### src/rtl/attribute_store_pkg.sv
// Shared constants for the attribute store: field widths, slot count,
// attribute type codes and the element-collection FSM states.
package attribute_store_pkg;

  localparam int ATTRIBUTE_TYPE_BITS = 4;
  localparam int ATTRIBUTE_VAL_BITS  = 16;
  localparam int NUM_ATTRIBUTES      = 11;

  // Type code k lands in slot k-1; code 0 is reserved as "no attribute".
  localparam int ATTR_COLOR    = 1;
  localparam int ATTR_SIZE     = 2;
  localparam int ATTR_WIDTH    = 3;
  localparam int ATTR_HEIGHT   = 4;
  localparam int ATTR_SRC      = 5;
  localparam int ATTR_HREF     = 6;
  localparam int ATTR_BG       = 7;
  localparam int ATTR_PADDING  = 8;
  localparam int ATTR_MARGIN   = 9;
  localparam int ATTR_BORDER   = 10;
  localparam int ATTR_POSITION = 11;

  typedef enum logic [1:0] {
    ST_IDLE    = 2'd0,
    ST_COLLECT = 2'd1,
    ST_RESTART = 2'd2,
    ST_COMMIT  = 2'd3
  } state_t;

  function automatic logic is_known(input int code, input int num);
    return (code >= 1) && (code <= num);
  endfunction

endpackage

### src/rtl/attribute_store_edge_detect.sv
// Rising-edge pulse generator for the attribute parser's has_finished level.
module attr_edge_detect (
  input  logic clock,
  input  logic reset,
  input  logic level,
  output logic rise
);

  logic prev;

  always_ff @(posedge clock) begin
    if (reset) prev <= 1'b0;
    else       prev <= level;
  end

  assign rise = level & ~prev;

endmodule

### src/rtl/attribute_store.sv
// Collects typed attributes for one element into a shadow set and publishes
// the whole set atomically when the element closes.
module attribute_store
  import attribute_store_pkg::*;
#(
  parameter int TYPE_W  = ATTRIBUTE_TYPE_BITS,
  parameter int VAL_W   = ATTRIBUTE_VAL_BITS,
  parameter int NUM_ATT = NUM_ATTRIBUTES
) (
  input  logic                     clock,
  input  logic                     reset,
  input  logic                     element_start,
  input  logic                     element_end,
  input  logic                     attr_done,
  input  logic [TYPE_W-1:0]        in_type,
  input  logic [VAL_W-1:0]         in_value,
  output logic                     attr_restart,
  output logic [NUM_ATT*VAL_W-1:0] out_style,
  output logic [NUM_ATT-1:0]       out_present,
  output logic                     style_valid,
  output logic [3:0]               attr_count,
  output logic                     err_unknown,
  output logic                     busy
);

  state_t                   state, state_next;
  logic [NUM_ATT*VAL_W-1:0] shadow;
  logic [NUM_ATT-1:0]       mask;
  logic                     pending_end;
  logic                     done_rise;
  logic                     clear_elem;
  logic                     capture;
  logic                     set_pending;
  logic                     known;

  attr_edge_detect u_edge (
    .clock (clock),
    .reset (reset),
    .level (attr_done),
    .rise  (done_rise)
  );

  assign known = is_known(int'(in_type), NUM_ATT);
  assign busy  = (state != ST_IDLE);

  always_comb begin
    state_next   = state;
    attr_restart = 1'b0;
    style_valid  = 1'b0;
    clear_elem   = 1'b0;
    capture      = 1'b0;
    set_pending  = 1'b0;
    case (state)
      ST_IDLE: begin
        if (element_start) begin
          clear_elem = 1'b1;
          state_next = ST_COLLECT;
        end
      end
      ST_COLLECT: begin
        if (element_start) begin
          clear_elem = 1'b1;
          state_next = ST_COLLECT;
        end else if (done_rise) begin
          capture     = 1'b1;
          set_pending = element_end;
          state_next  = ST_RESTART;
        end else if (element_end) begin
          state_next = ST_COMMIT;
        end
      end
      ST_RESTART: begin
        attr_restart = 1'b1;
        if (element_start) begin
          clear_elem = 1'b1;
          state_next = ST_COLLECT;
        end else if (pending_end || element_end) begin
          state_next = ST_COMMIT;
        end else begin
          state_next = ST_COLLECT;
        end
      end
      ST_COMMIT: begin
        style_valid = 1'b1;
        state_next  = ST_IDLE;
      end
      default: state_next = ST_IDLE;
    endcase
  end

  // Published outputs load on the edge entering COMMIT so they are already
  // stable during the style_valid cycle.
  always_ff @(posedge clock) begin
    if (reset) begin
      state       <= ST_IDLE;
      shadow      <= '0;
      mask        <= '0;
      attr_count  <= 4'd0;
      err_unknown <= 1'b0;
      pending_end <= 1'b0;
      out_style   <= '0;
      out_present <= '0;
    end else begin
      state <= state_next;
      if (clear_elem) begin
        shadow      <= '0;
        mask        <= '0;
        attr_count  <= 4'd0;
        err_unknown <= 1'b0;
        pending_end <= 1'b0;
      end else if (capture) begin
        if (known) begin
          for (int k = 0; k < NUM_ATT; k++) begin
            if (in_type == TYPE_W'(k + 1)) begin
              shadow[k*VAL_W +: VAL_W] <= in_value;
              mask[k]                  <= 1'b1;
            end
          end
          if (attr_count != 4'hF) attr_count <= attr_count + 4'd1;
        end else begin
          err_unknown <= 1'b1;
        end
        if (set_pending) pending_end <= 1'b1;
      end
      if (state_next == ST_COMMIT) begin
        out_style   <= shadow;
        out_present <= mask;
        pending_end <= 1'b0;
      end
    end
  end

endmodule

### config.mk
export PLATFORM = sky130hd
export DESIGN_NAME = attribute_store
export DESIGN_NICKNAME = d
export VERILOG_FILES = /design/src/rtl/attribute_store_pkg.sv /design/src/rtl/attribute_store_edge_detect.sv /design/src/rtl/attribute_store.sv
export SDC_FILE = /design/constraint.sdc
export NUM_CORES = 1
export LEC_CHECK = 0
export ABC_AREA = 1
export CELL_PAD_IN_SITES_DETAIL_PLACEMENT = 1
export CELL_PAD_IN_SITES_GLOBAL_PLACEMENT = 2
export CORE_UTILIZATION = 33
export CTS_CLUSTER_DIAMETER = 80
export DETAILED_ROUTE_END_ITERATION = 8
export GPL_TIMING_DRIVEN = 0
export PLACE_DENSITY_LB_ADDON = 0.1
export SYNTH_ARGS = -nofsm -noshare
export SYNTH_HDL_FRONTEND = slang
export SYNTH_SLANG_ARGS = --single-unit
### constraint.sdc
create_clock -name clock -period 2 [get_ports clock]
set_input_delay 0.4 -clock clock [delete_from_list [all_inputs] [get_ports clock]]
set_output_delay 0.4 -clock clock [all_outputs]
set_load 0.02 [all_outputs]
## Word-level counts from Yosys, hierarchy flattened

Cells that the tools add are included.

- Div/mod/pow operators: 0
- Equal/unequal tests: 16
- Magnitude comparators: 2
- Reduce and logical (&&, ||, !) cells: 21
- $add $sub $neg: 1
- Multipliers: 0
- Shift operators: 0
- Multiplexer cells: 17
- Bitwise operators: 3

Operators with widths:

| operator | count |
|---|---|
| $reduce_and A3 Y1 | 12 |
| $eq A4 B3 Y1 const B | 4 |
| $eq A4 B4 Y1 const B | 4 |
| $mux W2 | 6 |
| $mux W1 | 10 |
| $eq A4 B2 Y1 const B | 2 |
| $pmux W2 S4 | 1 |
| $eq A2 B2 Y1 const B | 3 |
| $reduce_or A3 Y1 | 2 |
| $add A4 B1 Y4 const B | 1 |
| $eq A4 B1 Y1 const B | 1 |
| $ge A4 B1 Y1 const B | 1 |
| $le A4 B4 Y1 const B | 1 |
| $ne A4 B4 Y1 const B | 1 |
| $reduce_and A2 Y1 | 2 |
| $eq A2 B1 Y1 const B | 1 |
| $logic_not A2 Y1 | 1 |
| $not A1 Y1 | 2 |
| $reduce_bool A2 Y1 | 1 |
| $reduce_or A2 Y1 | 1 |
| $and A1 B1 Y1 | 1 |
| $logic_and A1 B1 Y1 | 1 |
| $logic_or A1 B1 Y1 | 1 |

- Output and inout bits: 195
- Bits in read-only memories: 0
- Flip-flop bits (word level): 383
- Bits of input ports: 25
- Bits in writable memories: 0
- Bits in latches: 0
- Memories: 0
- Word-level logic and storage cells: 89

## Logic depth before layout (Yosys ltp)

Gate-level depths: netlist of the first run.

- Depth in word-level cells: 7
- Mapped depth: 10
- Gate-level depth less buffers: 8

## Hierarchy

From an unflattened synthesis of the first run, not the netlist that was laid out.

- Cells, all modules: 2146
- Area total of the unflattened synthesis: 14915.6 um^2

Modules (own cells, without submodules):

| module | instances | seq. area each (um^2) | area an instance (um^2) | cells an instance |
|---|---|---|---|---|
| attribute_store | 1 | 7647.3 | 14884.3 | 2142 |
| attr_edge_detect | 1 | 20.0 | 31.3 | 4 |

## Least setup slack after synthesis of the first run

No wires, ideal clock.

- Path type: flip-flop to flip-flop
- From: register state[1]
- To: register out_style[83]
- Arrival time: 1.400 ns
- Stages on the path, launching flop included: 10
- Period minus slack after synthesis: 1.515 ns
- Setup time: 0.115 ns
- Required time: 1.885 ns
- Buffers on the path: 2
- Setup slack: 0.485 ns
- Cell sequence: dfxtp_1 -> inv_1 -> nor2_2 -> nand3b_1 -> nand2_2 -> buf_6 -> buf_4 -> nand3_1 -> nand2_1 -> nor2_1

- Word-level cells in the longest chain between the ends: 5
- Elaborated cells on any way between the ends: 10
- Those cells by class: 4 x eq/ne; 5 x mux; 1 x reduce/logical

Ends and longest elaborated chain:

| item | RTL line | RTL |
|---|---|---|
| from (decl) | attribute_store.sv:26 | `state_t state, state_next;` |
| from (signal assigned) | attribute_store.sv:104 | `state <= state_next;` |
| $mux W2 | attribute_store.sv:68 | `end else if (element_end) begin` |
| $mux W2 | attribute_store.sv:64 | `end else if (done_rise) begin` |
| $mux W2 | attribute_store.sv:61 | `if (element_start) begin` |
| $pmux W2 S4 * | attribute_store.sv:53 | `case (state)` |
| $eq A2 B2 Y1 * | attribute_store.sv:125 | `if (state_next == ST_COMMIT) begin` |
| to (signal assigned) | attribute_store.sv:126 | `out_style <= shadow;` |
| to (decl) | attribute_store.sv:18 | `output logic [NUM_ATT*VAL_W-1:0] out_style,` |

Mark *: on every way between the ends. The rest lies on a longest branch, timed or not.
A chain may end at the register's enable or synchronous reset.

## Final worst setup path of the first run

- From: register out_present[3]
- To: output out_present[3]

RTL lines:

| item | RTL line | RTL |
|---|---|---|
| from (decl) | attribute_store.sv:19 | `output logic [NUM_ATT-1:0] out_present,` |
| from (signal assigned) | attribute_store.sv:127 | `out_present <= mask;` |

No word-level cell between the ends.

==> run metrics, run 1 <==
fmax just over 0.5 GHz; Max-slew headroom 0.0806; Slew Limit Fails 0; clock sinks 383; Max-cap violations 0; share of cells above drive strength 1 0.0874; Critical Path Source out_present[3]$_SDFFE_PP0N_; Post-Synthesis Cells 2205; Distinct cells, synth 26; post-CTS setup buffers 0; post-route ant nets 0; cell family with most CP delay buffers and inverters; failing checks design-rule violations; Residual DRC 24; crit path cell chain clkdlybuf4s50_1; clock transition at the registers of the reported paths around 0.060 ns; initial antenna violation count 6; final net count 2498; area grow syn2layout 28.5%; DIE AREA about 48000 µm²; Layout Skew 0.00885 ns; Final GP Congestion 0.809; Detailed Route Iter0 Violations approximately 630; core area 46800 µm²; Post-Syn Area 15700 µm²; worst-case reg-to-reg path depth 9; CP Launch Type register; clock latency at the later pin of the worst-skew pair 0.57 ns; most frequent cells in the layout 484 x nand2_1, 455 x nor2_1, 382 x dfxtp_1; syn_nets 2231; Worst-Margin Slew 1.38 ns; Total Wirelength 55400 µm; Mapped Avg Cell Area 7.12 µm²; CTS buffer count 46; most used routing layer met2; Post-Place Worst Slack -0.845 ns; worst r2r dst out_style[60]$_SDFFE_PP0N_; final hold vios 0; Setup crit end out_present[3]; crit path capture type primary output; sequential area share after synthesis 0.489; CTS tree built; Seq cells post-synth approximately 380; Die Width 220 µm; Initial Util 0.336; Crit path depth 1; Worst path slowest cell clkdlybuf4s50_1; vias in the first global route 14800; Post-DP HPWL 39000 µm; RSZ-0062 raised after global routing true; vias per std cell 4.69; crit path DAT around 1.6 ns; commonest non-fill, non-tap cell in the layout nand2_1; DR vias between 10000 and 15000; VDD IR max 0.450 mV; router iterations before antenna repair 7; data required time of the worst path 1.60 ns; clk root buf clkbuf_16; H-Tree Depth 2; cell taking the most area after synthesis dfxtp_1; final worst-path cycle share 0.980; power density cells between 900 and 1000 nW/µm²; Leakage 8.83 nW; PortBufs 219; FP Rows 79; post-synth top area share 0.489; FF-to-FF Start u_edge.prev$_SDFF_PP0_; worst setup path class reg2out; # setup viols final 0; met1 Track Usage GR 0.300; met2 GRT Util 0.388; GR Util All Layers 0.230; CP peak stage delay between 0.6 and 0.7 ns; Hold Path Class reg2reg; Period minus WS final between 1.5 and 2 ns; Area contributors post-synth dfxtp_1 49%, nand2_1 12%, nor2_1 11%; post-DR wirelength/cell 17.8 µm; # IOs between 200 and 250; GRT Residual Overflow 0; first-pass GRT wire length 84800 µm; met3 Usage GRT 0.0374; Die Height 220 µm; status finished with violations; yosys warns 0; largest net degree at the start of global routing 12; Bufs and invs on worst path 1; hold_buf cts 0; WHS 0.456 ns; reg-to-reg slack, setup 0.08 ns; CTS Buffer Depth 3; critical path fanouts, max 2; post-route setup slack 0.0399 ns
metal layers:
layer  wire length [µm]  vias to the layer above  share of wire
met1              26000                     6924           0.47
li1                   -                     7398              -
met5                 37                        -        0.00067
met2              25900                      210           0.47
met4               1450                        6          0.026
met3               1990                       85          0.036
cells in the mapped netlist (all sizes together):
cell type / number
and2: 1
nor3: 1
a21oi: 254
dfxtp: 383
nand3b: 17
buf: 134
nor2: 459
nand3: 203
inv: 193
ha: 1
nand2: 486
nand4: 1
xor2: 1
o21ai: 32
clkbuf: 39
stage by stage:
step | power (mW) | util | instance area [µm²] | setup TNS (ns) | instances
after floorplan | 9.29 | - | 15700 | 0 | 2205
after global placement | 10.2 | 0.399 | 18600 | -170.81 | 3031
after detailed placement | 10.2 | 0.399 | 18600 | -173.30 | 3031
after CTS | 18.6 | 0.431 | 20100 | -0.00100 | 3114
after global routing | 19.1 | 0.431 | 20200 | -0.488 | 3115
final | 18.3 | 0.431 | 20200 | 0 | 3117
where the power goes:
part / leakage [nW] / switching [mW] / internal, mW
clock: 0.749 / 3.33 / 4.97
combinational: 4.98 / 1.34 / 0.737
sequential: 3.10 / 0.122 / 7.83
sequential cells by signal, indices dropped and copies added (netlist names):
| register | count |
|---|---|
| mask | 11 |
| err_unknown | 1 |
| out_present | 11 |
| pending_end | 1 |
| attr_count | 4 |
| out_style | 176 |
| shadow | 176 |
| state | 2 |
| u_edge.prev | 1 |
timing repair:
| action | CTS | global route |
|---|---|---|
| cloned | 0 | 0 |
| setup endpoints to repair | 131 | 38 |
| gates resized for setup | 32 | 11 |
| hold endpoints to repair | 0 | 0 |
cell type report:
type | count | area, µm²
Clock buffer | 74 | 1460
Buffer | 173 | 1020
Tap cell | 607 | 759
Multi-Input combinational cell | 1456 | 6300
Timing Repair Buffer | 219 | 2170
Antenna cell | 3 | 7.51
Fill cell | 5876 | 26600
Clock inverter | 9 | 47.5
Sequential cell | 383 | 7670
Inverter | 193 | 724
worst reg2reg max path, delay by kind of cell (launching register included):
family	cells	cell delay, ns
compound gates	1	0.28
buf+inv	3	0.65
flops	1	0.33
simple gates	5	0.55
worst min path at each step:
| stage | from | to | slack, ns | cells after the start |
|---|---|---|---|---|
| floorplan | shadow[127]$_SDFFE_PP0P_ | shadow[127]$_SDFFE_PP0P_ | 0.43 | 2 |
| CTS | shadow[10]$_SDFFE_PP0P_ | shadow[10]$_SDFFE_PP0P_ | 0.46 | 2 |
| finish | shadow[10]$_SDFFE_PP0P_ | shadow[10]$_SDFFE_PP0P_ | 0.46 | 2 |
| global route | shadow[4]$_SDFFE_PP0P_ | shadow[4]$_SDFFE_PP0P_ | 0.48 | 2 |
| detailed placement | shadow[10]$_SDFFE_PP0P_ | shadow[10]$_SDFFE_PP0P_ | 0.45 | 2 |
| global placement | shadow[3]$_SDFFE_PP0P_ | shadow[3]$_SDFFE_PP0P_ | 0.44 | 2 |
cells by family after synthesis:
kind of cell	share of synthesized area
compound gates	0.0926
xor+xnor	0.000558
fa+ha+maj	0.000797
buf+inv	0.110
flops	0.489
simple gates	0.307
Power figures use the tool's default switching activity.
==> run 2: changes to the inputs <==
--- a/config.mk
+++ b/config.mk
@@ -8,9 +8,12 @@
 export ABC_AREA = 1
 export CELL_PAD_IN_SITES_DETAIL_PLACEMENT = 1
 export CELL_PAD_IN_SITES_GLOBAL_PLACEMENT = 2
-export CORE_UTILIZATION = 33
+export CORE_UTILIZATION = 38
 export CTS_CLUSTER_DIAMETER = 80
+export CTS_CLUSTER_SIZE = 16
 export DETAILED_ROUTE_END_ITERATION = 8
+export DONT_BUFFER_PORTS = 1
+export GPL_ROUTABILITY_DRIVEN = 0
 export GPL_TIMING_DRIVEN = 0
 export PLACE_DENSITY_LB_ADDON = 0.1
 export SYNTH_ARGS = -nofsm -noshare
==> run metrics, run 2 (synthesized netlist as in run 1, its figures left out) <==
status complete, no violations; first-pass GRT wire length a little under 80000 µm; Clock power frac 0.369; crit path capture type register; CTS tree built; Slew Limit Fails 0; Period minus WS final roughly 1.9 ns; sequential power share 0.537; FP Rows 74; Max-slew headroom 0.130; FILL cells about 5200; clock sinks 383; power density cells slightly below 900 nW/µm²; Residual DRC 0; Worst-Margin Slew between 1 and 1.5 ns; final hold vios 0; Die Width between 200 and 250 µm; share of cells above drive strength 1 0.0780; worst setup path class reg2reg; switching power between 4 and 5 mW; fmax 0.523 GHz; critical path fanouts, max 10; Total Wirelength 52300 µm; Internal 11.1 mW; CTS Buffer Depth 3; post-DR wirelength/cell 18.8 µm; sum of negative setup slack 0 ns; CTS buffer count 29; antenna cells 0; final net count 2276; DIE AREA approximately 42000 µm²; clock transition at the registers of the reported paths 0.07 ns; VDD IR max 0.656 mV; Max-cap violations 0; router iterations before antenna repair 5; biggest regs out_style (176), shadow (176); placed instance area ~16000 µm²; DR vias 13700; post-route ant nets 0; initial antenna violation count 0; vias per std cell 4.92; utilization after layout 0.426; fin area around 17000 µm²; Die Height between 200 and 250 µm; vias in the first global route 13600; most frequent cells in the layout 484 x nand2_1, 455 x nor2_1, 383 x dfxtp_1; crit path DAT 2.38 ns; WHS 0.0270 ns; footprint of the multi-input gates 6300 µm²; GR Util All Layers 0.247; register area between 7000 and 8000 µm²; GRT Residual Overflow 0; # setup viols final 0; combinational cell fraction of total power 0.095; Layout Skew 0.0110 ns; largest net degree at the start of global routing 17; area grow syn2layout 10.6%; commonest non-fill, non-tap cell in the layout nand2_1; H-Tree Depth 1; PortBufs 0; Hold Path Class in2reg; Detailed Route Iter0 Violations 769; Net Sw Frac 0.273; final worst-path cycle share 0.956; # IOs 220; clk root buf clkbuf_16; data required time of the worst path 2.47 ns; clock latency at the later pin of the worst-skew pair 0.58 ns; Initial Util 0.385; Leakage roughly 7.7 nW; Post-DP HPWL around 37000 µm; core area 40700 µm²; CP Launch Type register
[run 2: cell count changes in the layout (fill, tap and decap cells not counted), sizes merged, moves of 3 or more]
cell and delta:
diode -3, buf +3, clkinv -6, clkdlybuf4s50 -196, dlygate4sd2 -19, clkbuf -46, dlygate4sd3 +12
[run 2: metrics by stage]
stage	cells	worst slack [ns]	total power [mW]
6_report	2787	0.0877	15.3
5_1_grt	2787	-0.00494	15.9
4_1_cts	2785	0.0281	15.5
3_5_place_dp	2737	-0.169	9.79
3_3_place_gp	2737	-0.125	9.76
2_1_floorplan	2205	0.485	9.29
[run 2: repair_timing]
action                                  in CTS  in global routing
endpoints found under the setup margin     162                 80
endpoints found under the hold margin       12                  0
hold buffers                                12                  0
pin swaps                                    0                  0
gates resized for setup                      4                  5
setup buffers                                0                  2
[run 2: path summary, 6_finish.rpt]
| kind | slack, ns | from | cells past startpoint | endpoint |
|---|---|---|---|---|
| max | 0.09 | state[0]$_SDFF_PP0_ | 8 | out_style[81]$_SDFFE_PP0N_ |
| max reg2reg | 0.09 | state[0]$_SDFF_PP0_ | 8 | out_style[81]$_SDFFE_PP0N_ |
| min reg2reg | 0.46 | shadow[116]$_SDFFE_PP0P_ | 2 | shadow[116]$_SDFFE_PP0P_ |
| min | 0.03 | in_value[2] | 2 | shadow[114]$_SDFFE_PP0P_ |
[run 2: layout make-up]
cell class / count / share of cell area
Buffer: 173 / 0.0590
Clock buffer: 30 / 0.0420
Clock inverter: 6 / 0.00541
Inverter: 193 / 0.0417
Multi-Input combinational cell: 1456 / 0.363
Sequential cell: 383 / 0.442
Tap cell: 532 / 0.0384
Timing Repair Buffer: 14 / 0.00851
[run 2: power by group through the flow]
stage / sequential, mW / clock [mW] / combinational (mW)
2_1_floorplan: 8.32 / 0 / 0.971
3_3_place_gp: 8.37 / 0 / 1.39
3_5_place_dp: 8.38 / 0 / 1.41
4_1_cts: 8.20 / 5.83 / 1.45
5_1_grt: 8.22 / 6.11 / 1.61
6_report: 8.20 / 5.63 / 1.44
[run 2: layer usage]
metal,global-route usage,wire [µm],vias up
met1,0.322,24000,6495
met5,0,0,-
met2,0.414,24300,236
met4,0.0709,1330,0
met3,0.0440,2730,75
li1,-,-,6908
[run 2: worst max-delay path, cell delays in order, from the launching register on]
cell	delay [ns]
dfxtp_1	0.39
nand2_1	0.17
inv_2	0.13
a21oi_4	0.16
buf_12	0.15
clkbuf_1	0.42
nand3_1	0.22
nand2_1	0.12
nor2_1	0.04
